--- config.mk ---
export PLATFORM = sky130hd
export DESIGN_NAME = sad_min_tracker
export DESIGN_NICKNAME = d
export VERILOG_FILES = /design/src/rtl/sad_min_tracker_pkg.sv /design/src/rtl/sad_min_tracker_abs_diff8.sv /design/src/rtl/sad_min_tracker.sv
export SDC_FILE = /design/constraint.sdc
export NUM_CORES = 1
export LEC_CHECK = 0
export CORE_MARGIN = 5
export CORE_UTILIZATION = 55
export CTS_BUF_LIST = sky130_fd_sc_hd__clkbuf_4 sky130_fd_sc_hd__clkbuf_8 sky130_fd_sc_hd__clkbuf_16
export CTS_CLUSTER_DIAMETER = 200
export CTS_CLUSTER_SIZE = 16
export DETAILED_ROUTE_END_ITERATION = 6
export GPL_ROUTABILITY_DRIVEN = 0
export PLACE_DENSITY = 0.87
export SYNTH_ARGS = -nofsm -noshare
export SYNTH_HDL_FRONTEND = slang
export SYNTH_SLANG_ARGS = --single-unit
--- constraint.sdc ---
create_clock -name clk -period 6 [get_ports clk]
set_clock_uncertainty 0.05 [all_clocks]
set_input_delay 0.6 -clock clk [delete_from_list [all_inputs] [get_ports clk]]
set_output_delay 0.6 -clock clk [all_outputs]
set_load 0.01 [all_outputs]
--- src/rtl/sad_min_tracker_pkg.sv ---
// Shared parameters for the SAD minimum tracker: search-range constants,
// FSM state encoding and width helpers derived from block and pair counts.
package sad_min_tracker_pkg;

  localparam int SEARCH_RANGE_H = 8;
  localparam int SEARCH_RANGE_V = 4;

  typedef enum logic [1:0] {
    IDLE    = 2'd0,
    ACCUM   = 2'd1,
    COMPARE = 2'd2,
    DONE    = 2'd3
  } state_e;

  // An 8-bit difference summed over blk_pix pixels needs log2(blk_pix) extra bits.
  function automatic int sad_width(input int blk_pix);
    return 8 + $clog2(blk_pix);
  endfunction

  function automatic int idx_width(input int num_pairs);
    return $clog2(2 * num_pairs);
  endfunction

  function automatic int cnt_width(input int n);
    return (n > 1) ? $clog2(n) : 1;
  endfunction

endpackage

--- src/rtl/sad_min_tracker_abs_diff8.sv ---
// Unsigned absolute difference of two 8-bit pixels.
module abs_diff8 (
  input  logic [7:0] a_i,
  input  logic [7:0] b_i,
  output logic [7:0] diff_o
);

  assign diff_o = (a_i >= b_i) ? (a_i - b_i) : (b_i - a_i);

endmodule

--- src/rtl/sad_min_tracker.sv ---
// Accumulates SADs for an even/odd candidate pair per block pass and keeps the
// running minimum SAD and its candidate index across NUM_PAIRS passes.
module sad_min_tracker
  import sad_min_tracker_pkg::*;
#(
  parameter int BLK_PIX   = 64,
  parameter int NUM_PAIRS = 8
) (
  input  logic                                clk,
  input  logic                                reset,
  input  logic                                start,
  input  logic                                in_valid,
  input  logic [7:0]                          c,
  input  logic [7:0]                          p,
  input  logic [7:0]                          p_prime,
  output logic                                in_ready,
  output logic [sad_width(BLK_PIX)-1:0]       best_sad,
  output logic [idx_width(NUM_PAIRS)-1:0]     best_idx,
  output logic                                busy,
  output logic                                done,
  output state_e                              dbg_state_o
);

  localparam int SAD_W  = sad_width(BLK_PIX);
  localparam int IDX_W  = idx_width(NUM_PAIRS);
  localparam int PIX_W  = cnt_width(BLK_PIX);
  localparam int PAIR_W = cnt_width(NUM_PAIRS);
  localparam logic [PIX_W-1:0]  LAST_PIX  = PIX_W'(BLK_PIX - 1);
  localparam logic [PAIR_W-1:0] LAST_PAIR = PAIR_W'(NUM_PAIRS - 1);

  state_e              state_q;
  logic [SAD_W-1:0]    acc0_q, acc1_q, best_sad_q;
  logic [IDX_W-1:0]    best_idx_q;
  logic [PIX_W-1:0]    pix_cnt_q;
  logic [PAIR_W-1:0]   pair_cnt_q;

  logic [7:0]          diff0, diff1;
  logic [SAD_W-1:0]    mid_sad_d, best_sad_d;
  logic [IDX_W-1:0]    mid_idx_d, best_idx_d;

  abs_diff8 u_diff_even (.a_i(c), .b_i(p),       .diff_o(diff0));
  abs_diff8 u_diff_odd  (.a_i(c), .b_i(p_prime), .diff_o(diff1));

  // Even candidate first, then odd against the updated best; strict < keeps
  // the lower index on ties.
  always_comb begin
    mid_sad_d  = best_sad_q;
    mid_idx_d  = best_idx_q;
    if (acc0_q < best_sad_q) begin
      mid_sad_d = acc0_q;
      mid_idx_d = IDX_W'({pair_cnt_q, 1'b0});
    end
    best_sad_d = mid_sad_d;
    best_idx_d = mid_idx_d;
    if (acc1_q < mid_sad_d) begin
      best_sad_d = acc1_q;
      best_idx_d = IDX_W'({pair_cnt_q, 1'b1});
    end
  end

  // Handshake: a triple is consumed on a rising edge where in_valid and
  // in_ready are both high; in_ready is decoded from state alone (ACCUM only).
  assign in_ready    = (state_q == ACCUM);
  assign busy        = (state_q == ACCUM) || (state_q == COMPARE);
  assign done        = (state_q == DONE);
  assign best_sad    = best_sad_q;
  assign best_idx    = best_idx_q;
  assign dbg_state_o = state_q;

  always_ff @(posedge clk) begin
    if (reset) begin
      state_q    <= IDLE;
      acc0_q     <= '0;
      acc1_q     <= '0;
      pix_cnt_q  <= '0;
      pair_cnt_q <= '0;
      best_sad_q <= '0;
      best_idx_q <= '0;
    end else begin
      case (state_q)
        IDLE: begin
          if (start) begin
            acc0_q     <= '0;
            acc1_q     <= '0;
            pix_cnt_q  <= '0;
            pair_cnt_q <= '0;
            best_sad_q <= '1;
            best_idx_q <= '0;
            state_q    <= ACCUM;
          end
        end
        ACCUM: begin
          if (in_valid) begin
            acc0_q    <= acc0_q + SAD_W'(diff0);
            acc1_q    <= acc1_q + SAD_W'(diff1);
            pix_cnt_q <= pix_cnt_q + PIX_W'(1);
            if (pix_cnt_q == LAST_PIX) state_q <= COMPARE;
          end
        end
        COMPARE: begin
          best_sad_q <= best_sad_d;
          best_idx_q <= best_idx_d;
          if (pair_cnt_q == LAST_PAIR) begin
            state_q <= DONE;
          end else begin
            pair_cnt_q <= pair_cnt_q + PAIR_W'(1);
            acc0_q     <= '0;
            acc1_q     <= '0;
            pix_cnt_q  <= '0;
            state_q    <= ACCUM;
          end
        end
        DONE: state_q <= IDLE;
        default: state_q <= IDLE;
      endcase
    end
  end

endmodule

After elaboration in Yosys (flattened, before gate mapping)
Cells that the tools add are included.
{"block": "word_totals", "ff_bits": 57, "in_bits": 28, "out_inout_bits": 23, "wordCells": 66}
{"block": "op_classes", "n_eq_ne": 10, "order_cmp": 4, "addsub": 8, "reduce_logical": 9, "muxes": 28}
{"cell": "$mux W14", "count": 7}
{"cell": "$pmux W14 S3", "count": 2}
{"cell": "$sub A8 B8 Y8", "count": 4}
{"cell": "$add A14 B8 Y14", "count": 2}
{"cell": "$lt A14 B14 Y1", "count": 2}
{"cell": "$pmux W14 S2", "count": 1}
{"cell": "$mux W6", "count": 3}
{"cell": "$pmux W6 S3", "count": 1}
{"cell": "$ge A8 B8 Y1", "count": 2}
{"cell": "$mux W8", "count": 2}
{"cell": "$mux W4", "count": 3}
{"cell": "$reduce_and A3 Y1", "count": 3}
{"cell": "$mux W2", "count": 4}
{"cell": "$pmux W2 S4", "count": 1}
{"cell": "$pmux W4 S2", "count": 1}
{"cell": "$add A6 B1 Y6 const B", "count": 1}
{"cell": "$eq A6 B6 Y1 const B", "count": 1}
{"cell": "$mux W3", "count": 2}
{"cell": "$ne A2 B2 Y1 const B", "count": 3}
{"cell": "$pmux W3 S2", "count": 1}
{"cell": "$eq A2 B2 Y1 const B", "count": 2}
{"cell": "$reduce_and A4 Y1", "count": 1}
{"cell": "$add A3 B1 Y3 const B", "count": 1}
{"cell": "$eq A3 B3 Y1 const B", "count": 1}
{"cell": "other kinds (8)", "count": 8}

Longest topological paths before layout
{"block": "depth", "word_depth": 5, "ltp_mapped": 20, "ltp_nobuf": 19}

By module
From an unflattened synthesis, not the netlist that was laid out.
{"block": "hier_totals", "cells_unflattened": 628, "hier_area_um2": 5251.3}
{"mod": "sad_min_tracker", "n_inst": 1, "seq_area_each_um2": 1141.1, "cells_each": 464, "area_per_inst_um2": 3938.8}
{"mod": "abs_diff8 (u_diff_odd)", "n_inst": 1, "seq_area_each_um2": 0.0, "cells_each": 83, "area_per_inst_um2": 660.6}
{"mod": "abs_diff8 (u_diff_even)", "n_inst": 1, "seq_area_each_um2": 0.0, "cells_each": 81, "area_per_inst_um2": 651.9}

Least setup slack after synthesis
No wires, ideal clock.
{"block": "synth_timing", "kind": "input port to flip-flop", "from": "in c[0]", "to": "reg acc0_q[9]", "arrival_time_ns": 4.325, "setup_ns": 0.133, "path_stages": 18, "required_ns": 5.817, "path_slack_ns": 1.492, "path_buffers": 0, "path_cell_list": "inv_1 > ha_1 > inv_1 > fa_1 > a21oi_1 > o22ai_1 > or3_4 > a221oi_4 > mux2_2 > ha_1 > a21o_1 > a21oi_1 > o21bai_1 > a2111o_1 > a31oi_1 > nor2_1 > xnor2_1 > nor2_1"}
{"block": "synth_via", "elab_chain_cells": 5, "elab_cells_between_ends": 7, "classes_between": "add/sub: 3; order compare: 1; mux: 3"}
{"element": "start: declaration", "line": "sad_min_tracker.sv:13", "rtl": "input logic [7:0] c,"}
{"element": "$sub A8 B8 Y8 or $ge A8 B8 Y1 (tied branches)", "line": "sad_min_tracker_abs_diff8.sv:8", "rtl": "assign diff_o = (a_i >= b_i) ? (a_i - b_i) : (b_i - a_i);"}
{"element": "$mux W8 (*)", "line": "sad_min_tracker_abs_diff8.sv:8"}
{"element": "$add A14 B8 Y14 (*)", "line": "sad_min_tracker.sv:94", "rtl": "acc0_q <= acc0_q + SAD_W'(diff0);"}
{"element": "$mux W14 (*)", "line": "sad_min_tracker.sv:93", "rtl": "if (in_valid) begin"}
{"element": "$pmux W14 S3 (*)", "line": "sad_min_tracker.sv:80", "rtl": "case (state_q)"}
{"element": "end signal: assignment", "line": "sad_min_tracker.sv:94"}
{"element": "end: declaration", "line": "sad_min_tracker.sv:32", "rtl": "logic [SAD_W-1:0] acc0_q, acc1_q, best_sad_q;"}
Mark *: on every way between the ends. The rest lies on a longest branch, timed or not. The select of a mux whose other input is x is not followed.
A chain may end at the register's enable or synchronous reset.

Worst setup path in the final report
Ends and elaborated chain as after synthesis.

==> flow_summary.json <==
{
  "wirelength_mm": 12.39,
  "routed_via_density": 5.877,
  "ctsHtreeMaxLevel": 3,
  "cp-end-kind": "flip-flop",
  "final_cell_mix": "ha_1 (81), nor2_1 (74), inv_1 (71)",
  "cts_resized": 0,
  "core_area_um2": 9109,
  "grt_overflow_total": 0,
  "synth_area_per_cell_um2": 8.057,
  "status": "finished clean",
  "finalCritPeriodShare_pct": 84.72,
  "hold_violations": 0,
  "final_util_pct": 64.22,
  "drv_slew": 0,
  "fin_ws_ns": 0.9166,
  "synthFlopType": "dfxtp_1",
  "ir_drop_uv": 217.5,
  "crit_type": "input pin to flip-flop",
  "arrival_ns": 5.27,
  "max_freq_mhz": 196.7,
  "synthTopCellsByArea": "dfxtp_1 (22%), ha_1 (20%), nor2_1 (5.5%)",
  "nets": 787,
  "p_leak_nw": 2.566,
  "final_common_cell": "ha_1",
  "rsz0062_at_grt": "false",
  "yosysUniqueCellTypes": 58,
  "hold_path_class": "flip-flop to flip-flop",
  "regArea_um2": 1141,
  "synth_edf_count": 0,
  "routedWlPerCell_um": 15.74,
  "clockBufferDepth": 2,
  "grt_start_max_net_pins": 47,
  "num_rows": 35,
  "port_buffers": 50,
  "drt-pass1-iter-count": 5,
  "grt_pass1_wl_mm": 20.74,
  "cp_cell_sequence": "clkdlybuf4s50_1 -> inv_1 -> ha_1 -> inv_1 -> fa_1 -> a21oi_1 -> o22ai_1 -> or3_4 -> a221oi_4 -> mux2_2 -> ha_1 -> a21o_1 -> a21oi_1 -> o21bai_1 -> a2111o_1 -> a31oi_1 -> nor2_1 -> xnor2_1 -> nor2_1",
  "antenna_found_initial": 0,
  "worst_path_largest_cell_delay_ns": 0.47,
  "path_clk_slew_ns": 0.07,
  "n_fill_cell": 761,
  "drc_errors": 0,
  "critPathBufInv": 3,
  "setup_tns_ns": 0,
  "dr_total_vias": 4625,
  "synthCells": 630,
  "cts_sinks": 57,
  "power_density_nw_per_um2": 370.3,
  "required_ns": 6.19,
  "grt.total_usage_pct": 22.42,
  "cp-start-kind": "input pin",
  "async_flop_share_pct": 0,
  "diodes": 0,
  "drive_gt1_share_pct": 6.361,
  "yosysTopAreaCellShare_pct": 22.48,
  "synth_fp_nets": 745,
  "die_y_um": 106.1,
  "root_buffer": "clkbuf_8",
  "netlist_area_um2": 5076,
  "path_max_fanout": 9,
  "yosys_warnings": 0,
  "setup_viol": 0,
  "yosysTopAreaCell": "dfxtp_1",
  "areaGrowthSynthToFinish_pct": 15.23,
  "cts_setup_buffers": 0,
  "drtAntennaViolNets": 0,
  "start_util_pct": 55.73,
  "clock_latency_ns": 0.35,
  "grt_pass1_vias": 4635,
  "die_x_um": 106.1,
  "max_slew_margin_pct": 12.51,
  "ys_seq_area_share_pct": 22.48,
  "worst_pin_slew_ns": 1.304,
  "hold_buffers": 0,
  "critical-path-top-delay-family": "compound AO/OA/AOI/OAI gates",
  "slowest_stage": "a221oi_4",
  "drt_iter0_drc": 335,
  "io_pins": 51,
  "layout_min_cycle_time_ns": 5.083,
  "hpwl_mm": 9.630,
  "dp_slack_ns": 0.6159,
  "ys_ff_latch": 57,
  "cts_buffers": 9,
  "cap_violations": 0,
  "multi_input_area_um2": 3562,
  "cts_tree": "done",
  "die_area_um2": 11250
}
[cells in the mapped netlist, types with 16 or more instances]
cell,number
xnor2_1,19
ha_1,81
nor2_1,74
a211oi_1,17
nand3_1,18
a21oi_1,54
mux2_2,17
a21o_1,16
nand2_1,38
xor2_1,17
o21ai_0,21
inv_1,71
dfxtp_1,57
[sequential cells by signal, summed over array words and instances (netlist names)]
| name | flops |
|---|---|
| acc1_q | 14 |
| acc0_q | 14 |
| pix_cnt_q | 6 |
| pair_cnt_q | 3 |
| best_idx | 4 |
| dbg_state_o | 2 |
| best_sad | 14 |
[layer usage]
layer	wire length, µm	GRT usage (%)	vias to the layer above	share of wire (%)
met5	0	0	-	0
met4	328	11.10	0	2.6
met3	645	3.522	28	5.2
met2	6412	40.85	163	52
met1	5001	25.26	2154	40
li1	-	-	2280	-
[final cells by class]
type | instances | share of cell area [%]
multi-input combinational | 480 | 60.90
timing repair buffer | 53 | 8.941
sequential | 57 | 19.51
inverter | 71 | 4.556
clock inverter | 5 | 1.369
clock buffer | 10 | 2.353
tap | 111 | 2.374
[metrics by stage]
| stage | total power, mW | cell area (µm²) | hold slack (ns) | std cells |
|---|---|---|---|---|
| after floorplan | 1.445 | 5076 | 0.3993 | 630 |
| after CTS | 2.163 | 5849 | 0.4252 | 787 |
| final | 2.166 | 5849 | 0.4236 | 787 |
| after detailed placement | 1.745 | 5632 | 0.4156 | 772 |
| after global placement | 1.686 | 5632 | 0.4106 | 772 |
| after global routing | 2.322 | 5849 | 0.4601 | 787 |
[worst register-to-register path: stages, from the launching register on]
cell	delay, ns
dfxtp_1	0.39
inv_1	0.08
ha_1	0.30
a211o_1	0.26
a21oi_1	0.11
o211ai_1	0.14
a221oi_2	0.85
buf_4	0.35
nor2_1	0.06
a21oi_1	0.22
ha_1	0.30
nand4_1	0.09
a31oi_1	0.09
o41ai_1	0.34
nand2_1	0.16
o21ai_4	0.49
mux2_2	0.42
a211oi_1	0.27
[final timing paths]
kind / startpoint / end / slack [ns] / cells past startpoint
max: c[0] / acc0_q[9] / 0.92 / 19
min: best_idx[0] / best_idx[0] / 0.42 / 2
max reg2reg: best_sad[7] / best_sad[4] / 0.96 / 17
min reg2reg: best_idx[0] / best_idx[0] / 0.42 / 2
[where the power goes]
group	switching, mW	internal (mW)
logic	0.703	0.530
registers	0.0801	0.449
clock network	0.162	0.242
[kinds of logic (layout without fill, tap and decap cells)]
kind of cell | after synthesis | after routing | synth area share, %
and+or+nand+nor | 177 | 177 | 15.90
AOI/OAI and AO/OA | 156 | 156 | 20.58
buffers and inverters | 93 | 139 | 7.345
adders and majority gates | 87 | 87 | 22.33
DFF | 57 | 57 | 22.48
xor gates and xnor gates | 36 | 36 | 6.211
muxes | 24 | 24 | 5.152
Power figures use the tool's default switching activity.
